## src/rtl/lsu_pkg.sv

```systemverilog
// lsu_pkg: shared types and constants for the load/store unit.
//   size_e  - RV64 funct3 access-size codes (signed and unsigned loads)
//   state_e - load/store FSM states
//   Be*     - byte-enable base patterns before shifting by the address offset
package lsu_pkg;

    typedef enum logic [2:0] {
        SizeB  = 3'b000,
        SizeH  = 3'b001,
        SizeW  = 3'b010,
        SizeD  = 3'b011,
        SizeBu = 3'b100,
        SizeHu = 3'b101,
        SizeWu = 3'b110
    } size_e;

    typedef enum logic [1:0] {
        StIdle,
        StReq,
        StDone
    } state_e;

    localparam logic [7:0] BeByte   = 8'h01;
    localparam logic [7:0] BeHalf   = 8'h03;
    localparam logic [7:0] BeWord   = 8'h0F;
    localparam logic [7:0] BeDouble = 8'hFF;

    // funct3[1:0] encodes log2 of the access size for every legal code.
    function automatic logic [7:0] be_base(input logic [1:0] size_log2);
        logic [7:0] be;
        case (size_log2)
            2'b00:   be = BeByte;
            2'b01:   be = BeHalf;
            2'b10:   be = BeWord;
            default: be = BeDouble;
        endcase
        return be;
    endfunction

endpackage

```

## src/rtl/lsu_load_align.sv

```systemverilog
// lsu_load_align: combinational load-data extraction.
// Shifts the read doubleword down by the byte offset, then sign- or
// zero-extends the selected field to 64 bits according to funct3.
//   rdata  in  64  read doubleword from memory
//   offset in  3   byte offset within the doubleword (addr[2:0])
//   funct3 in  3   access size code
//   result out 64  aligned, extended load value (0 for an unused code)
module lsu_load_align
    import lsu_pkg::*;
(
    input  logic [63:0] rdata,
    input  logic [2:0]  offset,
    input  logic [2:0]  funct3,
    output logic [63:0] result
);

    logic [63:0] shifted;

    assign shifted = rdata >> {offset, 3'b000};

    always_comb begin
        result = '0;
        case (funct3)
            SizeB:   result = {{56{shifted[7]}}, shifted[7:0]};
            SizeH:   result = {{48{shifted[15]}}, shifted[15:0]};
            SizeW:   result = {{32{shifted[31]}}, shifted[31:0]};
            SizeD:   result = shifted;
            SizeBu:  result = {56'd0, shifted[7:0]};
            SizeHu:  result = {48'd0, shifted[15:0]};
            SizeWu:  result = {32'd0, shifted[31:0]};
            default: result = '0;
        endcase
    end

endmodule

```

## src/rtl/load_store_unit.sv

```systemverilog
// load_store_unit: RV64 load/store unit with a three-state FSM (IDLE, REQ, DONE).
// Accepts one request at a time, checks it for illegal/misaligned faults,
// places store data on byte lanes, issues a single doubleword memory access
// and returns the aligned, extended load result with a one-cycle o_done.
//   i_clk, i_rst                 clock, synchronous active-high reset
//   i_req_valid / o_req_ready    request handshake (ready only in IDLE)
//   i_is_store, i_funct3         direction and size code
//   i_addr, i_store_data         effective address and rs2 value
//   o_done, o_load_data          completion pulse and load result
//   o_misaligned, o_illegal      fault flags, valid with o_done
//   o_mem_req/we/addr/wdata/be   memory request, held stable during REQ
//   i_mem_ack, i_mem_rdata       memory completion and read doubleword
module load_store_unit
    import lsu_pkg::*;
#(
    parameter int unsigned DATA_WIDTH = 64
) (
    input  logic                  i_clk,
    input  logic                  i_rst,
    input  logic                  i_req_valid,
    output logic                  o_req_ready,
    input  logic                  i_is_store,
    input  logic [2:0]            i_funct3,
    input  logic [DATA_WIDTH-1:0] i_addr,
    input  logic [DATA_WIDTH-1:0] i_store_data,
    output logic                  o_done,
    output logic [DATA_WIDTH-1:0] o_load_data,
    output logic                  o_misaligned,
    output logic                  o_illegal,
    output logic                  o_mem_req,
    output logic                  o_mem_we,
    output logic [DATA_WIDTH-1:0] o_mem_addr,
    output logic [63:0]           o_mem_wdata,
    output logic [7:0]            o_mem_be,
    input  logic                  i_mem_ack,
    input  logic [63:0]           i_mem_rdata
);

    state_e                state_q;
    logic                  mem_req_q;
    logic                  mem_we_q;
    logic                  done_q;
    logic                  misaligned_q;
    logic                  illegal_q;
    logic                  is_store_q;
    logic [2:0]            funct3_q;
    logic [2:0]            offset_q;
    logic [DATA_WIDTH-1:0] addr_q;
    logic [63:0]           wdata_q;
    logic [7:0]            be_q;
    logic [63:0]           load_data_q;

    // Request decode, evaluated on the incoming request.
    logic [2:0]  req_offset;
    logic [1:0]  req_size;
    logic        req_illegal;
    logic        req_misaligned_raw;
    logic        req_misaligned;
    logic        req_fault;
    logic [63:0] store_data64;
    logic [63:0] wdata_next;
    logic [7:0]  be_next;
    logic [63:0] load_ext;

    assign req_offset   = i_addr[2:0];
    assign req_size     = i_funct3[1:0];
    assign store_data64 = 64'(i_store_data);

    // Stores have no unsigned variants; loads reject only the unused code 111.
    assign req_illegal = i_is_store ? i_funct3[2] : (i_funct3 == 3'b111);

    always_comb begin
        req_misaligned_raw = 1'b0;
        case (req_size)
            2'b00:   req_misaligned_raw = 1'b0;
            2'b01:   req_misaligned_raw = req_offset[0];
            2'b10:   req_misaligned_raw = |req_offset[1:0];
            default: req_misaligned_raw = |req_offset;
        endcase
    end

    // Illegal wins so exactly one fault flag is ever set.
    assign req_misaligned = req_misaligned_raw & ~req_illegal;
    assign req_fault      = req_illegal | req_misaligned_raw;

    // Replicate the low field across all lanes; be selects the live lanes.
    always_comb begin
        wdata_next = '0;
        case (req_size)
            2'b00:   wdata_next = {8{store_data64[7:0]}};
            2'b01:   wdata_next = {4{store_data64[15:0]}};
            2'b10:   wdata_next = {2{store_data64[31:0]}};
            default: wdata_next = store_data64;
        endcase
    end

    assign be_next = be_base(req_size) << req_offset;

    lsu_load_align u_load_align (
        .rdata  (i_mem_rdata),
        .offset (offset_q),
        .funct3 (funct3_q),
        .result (load_ext)
    );

    always_ff @(posedge i_clk) begin
        if (i_rst) begin
            state_q      <= StIdle;
            mem_req_q    <= 1'b0;
            mem_we_q     <= 1'b0;
            done_q       <= 1'b0;
            misaligned_q <= 1'b0;
            illegal_q    <= 1'b0;
            is_store_q   <= 1'b0;
            funct3_q     <= '0;
            offset_q     <= '0;
            addr_q       <= '0;
            wdata_q      <= '0;
            be_q         <= '0;
            load_data_q  <= '0;
        end else begin
            case (state_q)
                StIdle: begin
                    if (i_req_valid) begin
                        is_store_q   <= i_is_store;
                        funct3_q     <= i_funct3;
                        offset_q     <= req_offset;
                        addr_q       <= {i_addr[DATA_WIDTH-1:3], 3'b000};
                        misaligned_q <= req_misaligned;
                        illegal_q    <= req_illegal;
                        load_data_q  <= '0;
                        if (req_fault) begin
                            // Faults complete without touching memory.
                            state_q   <= StDone;
                            done_q    <= 1'b1;
                            mem_req_q <= 1'b0;
                            mem_we_q  <= 1'b0;
                            wdata_q   <= '0;
                            be_q      <= '0;
                        end else begin
                            state_q   <= StReq;
                            mem_req_q <= 1'b1;
                            mem_we_q  <= i_is_store;
                            wdata_q   <= wdata_next;
                            be_q      <= be_next;
                        end
                    end
                end
                StReq: begin
                    if (i_mem_ack) begin
                        state_q   <= StDone;
                        mem_req_q <= 1'b0;
                        mem_we_q  <= 1'b0;
                        done_q    <= 1'b1;
                        if (!is_store_q) begin
                            load_data_q <= load_ext;
                        end
                    end
                end
                StDone: begin
                    state_q <= StIdle;
                    done_q  <= 1'b0;
                end
                default: begin
                    state_q   <= StIdle;
                    mem_req_q <= 1'b0;
                    mem_we_q  <= 1'b0;
                    done_q    <= 1'b0;
                end
            endcase
        end
    end

    // Outputs are forced low during the first reset cycle too, before the
    // synchronous clear has had an edge to act on.
    assign o_req_ready  = (state_q == StIdle) & ~i_rst;
    assign o_done       = done_q & ~i_rst;
    assign o_misaligned = misaligned_q & ~i_rst;
    assign o_illegal    = illegal_q & ~i_rst;
    assign o_mem_req    = mem_req_q & ~i_rst;
    assign o_mem_we     = mem_we_q & ~i_rst;
    assign o_mem_addr   = i_rst ? '0 : addr_q;
    assign o_mem_wdata  = i_rst ? '0 : wdata_q;
    assign o_mem_be     = i_rst ? '0 : be_q;
    assign o_load_data  = i_rst ? '0 : DATA_WIDTH'(load_data_q);

endmodule

```

## config.mk

```make
export PLATFORM = sky130hd
export DESIGN_NAME = load_store_unit
export DESIGN_NICKNAME = d
export VERILOG_FILES = /design/src/rtl/lsu_pkg.sv /design/src/rtl/lsu_load_align.sv /design/src/rtl/load_store_unit.sv
export SDC_FILE = /design/constraint.sdc
export NUM_CORES = 1
export LEC_CHECK = 0
export BUFFER_PORTS_ARGS = -buffer_cell sky130_fd_sc_hd__buf_4
export CAP_MARGIN = 20
export CORE_AREA = 3 3 166 168
export CTS_CLUSTER_DIAMETER = 120
export CTS_CLUSTER_SIZE = 20
export DETAILED_ROUTE_END_ITERATION = 16
export DIE_AREA = 0 0 169 171
export PLACE_DENSITY = 0.71
export SETUP_SLACK_MARGIN = 0.3
export SYNTH_ARGS = -nofsm -noshare
export SYNTH_HDL_FRONTEND = slang
export SYNTH_SLANG_ARGS = --single-unit
export TNS_END_PERCENT = 10
```

## constraint.sdc

```tcl
create_clock -name i_clk -period 4 [get_ports i_clk]
set_input_delay 1.2 -clock i_clk [delete_from_list [all_inputs] [get_ports i_clk]]
set_output_delay 1.2 -clock i_clk [all_outputs]
set_load 0.05 [all_outputs]
```

==> metrics.txt <==
# TYPE chip_impl_metric gauge
chip_impl_metric{name="clk_pwr_share",unit=""} 0.277
chip_impl_metric{name="clock.fmax",unit="GHz"} 0.277
chip_impl_metric{name="synth_edf_count",unit=""} 0
chip_impl_metric{name="slew_violations",unit=""} 0
chip_impl_metric{name="globalRouteOverflowTotal",unit=""} 0
chip_impl_metric{name="grt_use_met1",unit=""} 0.331
chip_impl_metric{name="synthArstFlopShare",unit=""} 0
chip_impl_metric{name="placementRows",unit=""} 59
chip_impl_metric{name="synth_register_bits",unit=""} 211
chip_impl_metric{name="multi_input_area",unit="µm²"} 6700
chip_impl_metric{name="avgViaCountPerCell",unit=""} 5.69
chip_impl_metric{name="slew_headroom",unit=""} 0.317
chip_impl_metric{name="power.total",unit="µW"} 5110
chip_impl_metric{name="worst-endpoint-arrival",unit="ns"} 2.41
chip_impl_metric{name="drive_above_1_share",unit=""} 0.327
chip_impl_metric{name="reg2reg_setup_slack",unit="ns"} 1.14
chip_impl_metric{name="grt_first_pass_wirelength",unit="µm"} 61400
chip_impl_info{name="tritoncts",value="built"} 1
chip_impl_info{name="worst_hold_path_type",value="reg -> reg"} 1
chip_impl_metric{name="final-seq-area",unit="µm²"} 4230
chip_impl_info{name="yosysMostFrequentCell",value="sky130_fd_sc_hd__nor2b_1"} 1
chip_impl_metric{name="timing.final.setup_violations",unit=""} 0
chip_impl_info{name="post_synth_main_area_contributors",value="sky130_fd_sc_hd__dfxtp_1, sky130_fd_sc_hd__nor2b_1, sky130_fd_sc_hd__mux2i_1, sky130_fd_sc_hd__o22a_1, sky130_fd_sc_hd__a22oi_1"} 1
chip_impl_metric{name="via_count_of_the_first_global_routing_pass",unit=""} 10783
chip_impl_metric{name="cts.clk_slew.worst_paths",unit="ns"} 0.09
chip_impl_metric{name="design.die.area",unit="µm²"} 28900
chip_impl_metric{name="pwr_density_cell",unit="nW/µm²"} 339
chip_impl_metric{name="pwr-share-seq",unit=""} 0.446
chip_impl_metric{name="final_core_util",unit=""} 0.578
chip_impl_metric{name="post_drt_wl_per_cell",unit="µm"} 20.7
chip_impl_metric{name="post_synth_instance_area",unit="µm²"} 11500
chip_impl_metric{name="cts.repair_timing.setup_buffer_count",unit=""} 0
chip_impl_metric{name="net_sw_frac",unit=""} 0.326
chip_impl_metric{name="drt_pass1_iterations",unit=""} 5
chip_impl_metric{name="grt_util_met2",unit=""} 0.456
chip_impl_metric{name="fillCellCount",unit=""} 2393
chip_impl_info{name="category_of_the_critical_setup_timing_path",value="in -> out"} 1
chip_impl_metric{name="grt_start_max_net_pins",unit=""} 136
chip_impl_metric{name="vias",unit=""} 11237
chip_impl_info{name="worst_setup_path_start_kind",value="input pin"} 1
chip_impl_metric{name="initial_core_util",unit=""} 0.443
chip_impl_metric{name="drt_drc_violations_left",unit=""} 0
chip_impl_info{name="synth_common_cells",value="sky130_fd_sc_hd__nor2b_1, sky130_fd_sc_hd__dfxtp_1, sky130_fd_sc_hd__nor2_1"} 1
chip_impl_metric{name="timing.max_cap.violations",unit=""} 0
chip_impl_info{name="synth_area_leader_cell",value="sky130_fd_sc_hd__dfxtp_1"} 1
chip_impl_metric{name="die_h",unit="µm"} 171
chip_impl_info{name="ys.flop_type",value="sky130_fd_sc_hd__dfxtp_1"} 1
chip_impl_metric{name="clock_sinks",unit=""} 211
chip_impl_metric{name="leakagePower",unit="µW"} 0.00629
chip_impl_metric{name="worstSkewPairLatency",unit="ns"} 0.48
chip_impl_metric{name="post_synth_num_cell_types",unit=""} 55
chip_impl_metric{name="htree_levels",unit=""} 1
chip_impl_metric{name="period_minus_slack",unit="ns"} 3.61
chip_impl_metric{name="detailed_place_hpwl",unit="µm"} 30100
chip_impl_metric{name="boundaryPins",unit=""} 406
chip_impl_metric{name="seq_area_frac_synth",unit=""} 0.366
chip_impl_metric{name="finalNetCount",unit=""} 1840
chip_impl_metric{name="insertedDiodeCount",unit=""} 0
chip_impl_metric{name="peakVddDrop",unit="V"} 0.000269
chip_impl_metric{name="layout_skew",unit="ns"} 0.0190
chip_impl_metric{name="synthesis.area_per_instance",unit="µm²"} 8.69
chip_impl_metric{name="synth_top_area_share",unit=""} 0.366
chip_impl_metric{name="timing_hold_violations_final",unit=""} 0
chip_impl_info{name="status",value="completed"} 1
chip_impl_metric{name="initialDrtViolationCount",unit=""} 1015
chip_impl_info{name="busiest_layer",value="met2"} 1
chip_impl_info{name="unrepaired_setup_endpoints_after_global_routing",value="false"} 1
chip_impl_metric{name="cts_resized",unit=""} 0
chip_impl_metric{name="whs",unit="ns"} 0.454
chip_impl_metric{name="internal-power",unit="µW"} 3440
chip_impl_metric{name="yosysWarningCount",unit=""} 0
chip_impl_metric{name="cts_hold_buf",unit=""} 0
chip_impl_metric{name="area_growth_syn_to_layout",unit="%"} 30.6
chip_impl_metric{name="postRouteWirelength",unit="µm"} 41000
chip_impl_metric{name="worstPathRequired",unit="ns"} 2.80
chip_impl_metric{name="grt_antenna_before_repair",unit=""} 0
chip_impl_metric{name="ant_nets",unit=""} 0
chip_impl_metric{name="gr-usage-all-layers",unit=""} 0.263
chip_impl_metric{name="place_congestion",unit=""} 0.897
chip_impl_metric{name="post_synth_inst_count",unit=""} 1328
chip_impl_info{name="library_cell_used_as_clock_root_buffer",value="sky130_fd_sc_hd__clkbuf_16"} 1
chip_impl_metric{name="number_of_port_buffers",unit=""} 402
chip_impl_metric{name="cts_inserted_buffers",unit=""} 14
chip_impl_metric{name="gr-usage-met3",unit=""} 0.0478
chip_impl_metric{name="critical_path.max_fanout",unit=""} 72
chip_impl_metric{name="clock_tree.buffer_depth",unit=""} 3
chip_impl_metric{name="comb_power_share",unit=""} 0.277
chip_impl_info{name="critical_path.endpoint_type",value="output port"} 1
chip_impl_metric{name="die_w",unit="µm"} 169
chip_impl_metric{name="floorplan.core_area",unit="µm²"} 26100
chip_impl_metric{name="switchingPower",unit="µW"} 1670
chip_impl_metric{name="fin_crit_sh",unit=""} 0.902
chip_impl_metric{name="setup_tns_final",unit="ns"} 0
chip_impl_metric{name="worstMarginPinSlew",unit="ns"} 1.02
final cells by class:
class,count,area share
Sequential cell,211,0.281
Inverter,4,0.000997
Clock inverter,1,0.000747
Clock buffer,15,0.0249
Tap cell,335,0.0278
Timing Repair Buffer,428,0.220
Multi-Input combinational cell,981,0.445
routing by layer:
metal	part of all wire	up-vias
li1	-	5293
met1	0.40	5296
met2	0.48	561
met3	0.086	87
met4	0.039	0
met5	0	-
cell usage in the layout (no fill, tap or decap), drive strengths merged, types with 3 or more instances in the layout:
cell     instances
nand2           74
a32oi            8
a221o            3
mux2i           75
buf            427
o2111ai          3
o22ai           14
inv              4
nand3           16
a21oi          106
mux4            14
and2            18
nand2b          26
o22a            61
dfxtp          211
o21ba            8
nor3            15
a21boi           3
a21o             3
a22oi           63
a31oi           10
nor2           106
o2bb2ai         17
conb             3
a2bb2oi          4
clkbuf          16
nor2b          214
or2              3
mux2            24
o221ai           3
o211ai          12
o21ai           63
critical path: stages:
cell                       delay, ns
sky130_fd_sc_hd__clkbuf_8       0.31
sky130_fd_sc_hd__buf_4          0.29
sky130_fd_sc_hd__nor2b_1        0.28
sky130_fd_sc_hd__buf_4          0.29
worst paths after layout:
| path | cells after the start | from | to |
|---|---|---|---|
| setup / recovery | 4 | i_rst | o_mem_wdata[61] |
| hold / removal | 2 | misaligned_q$_SDFFE_PP0P_ | misaligned_q$_SDFFE_PP0P_ |
| setup reg to reg | 6 | offset_q[0]$_SDFFE_PP0P_ | load_data_q[56]$_SDFFE_PP0P_ |
| hold reg to reg | 2 | misaligned_q$_SDFFE_PP0P_ | misaligned_q$_SDFFE_PP0P_ |
power by group through the flow:
stage                     clock, µW  combinational, µW  sequential [µW]
after floorplan                   0                972             2290
after global placement            0               1390             2320
after detailed placement          0               1410             2330
after CTS                      1470               1410             2280
after global routing           1530               1500             2290
final                          1420               1410             2280
stage by stage:
step	setup slack (ns)	area (µm²)	std cells
final	0.392	15100	1975
after global routing	0.334	15100	1975
after CTS	0.409	15100	1975
after detailed placement	0.411	14700	1959
after global placement	0.405	14700	1959
after floorplan	0.264	11600	1330
sequential cells by signal, indices dropped and copies added, names as in the netlist, 2 cells and up:
name         cells
funct3_q         3
offset_q         3
addr_q          61
load_data_q     64
wdata_q         64
state_q          2
be_q             8
logic make-up (layout without fill, tap and decap cells):
| kind of cell | after synthesis | count (layout) | synth area share |
|---|---|---|---|
| AO/OA/AOI/OAI | 386 | 386 | 0.242 |
| other | 1 | 3 | 0.000325 |
| multiplexers | 113 | 113 | 0.116 |
| flip-flops | 211 | 211 | 0.366 |
| AND/OR/NAND/NOR | 479 | 479 | 0.219 |
| buffers and inverters | 138 | 448 | 0.0567 |
No activity file was read; power rests on OpenSTA's default activity.
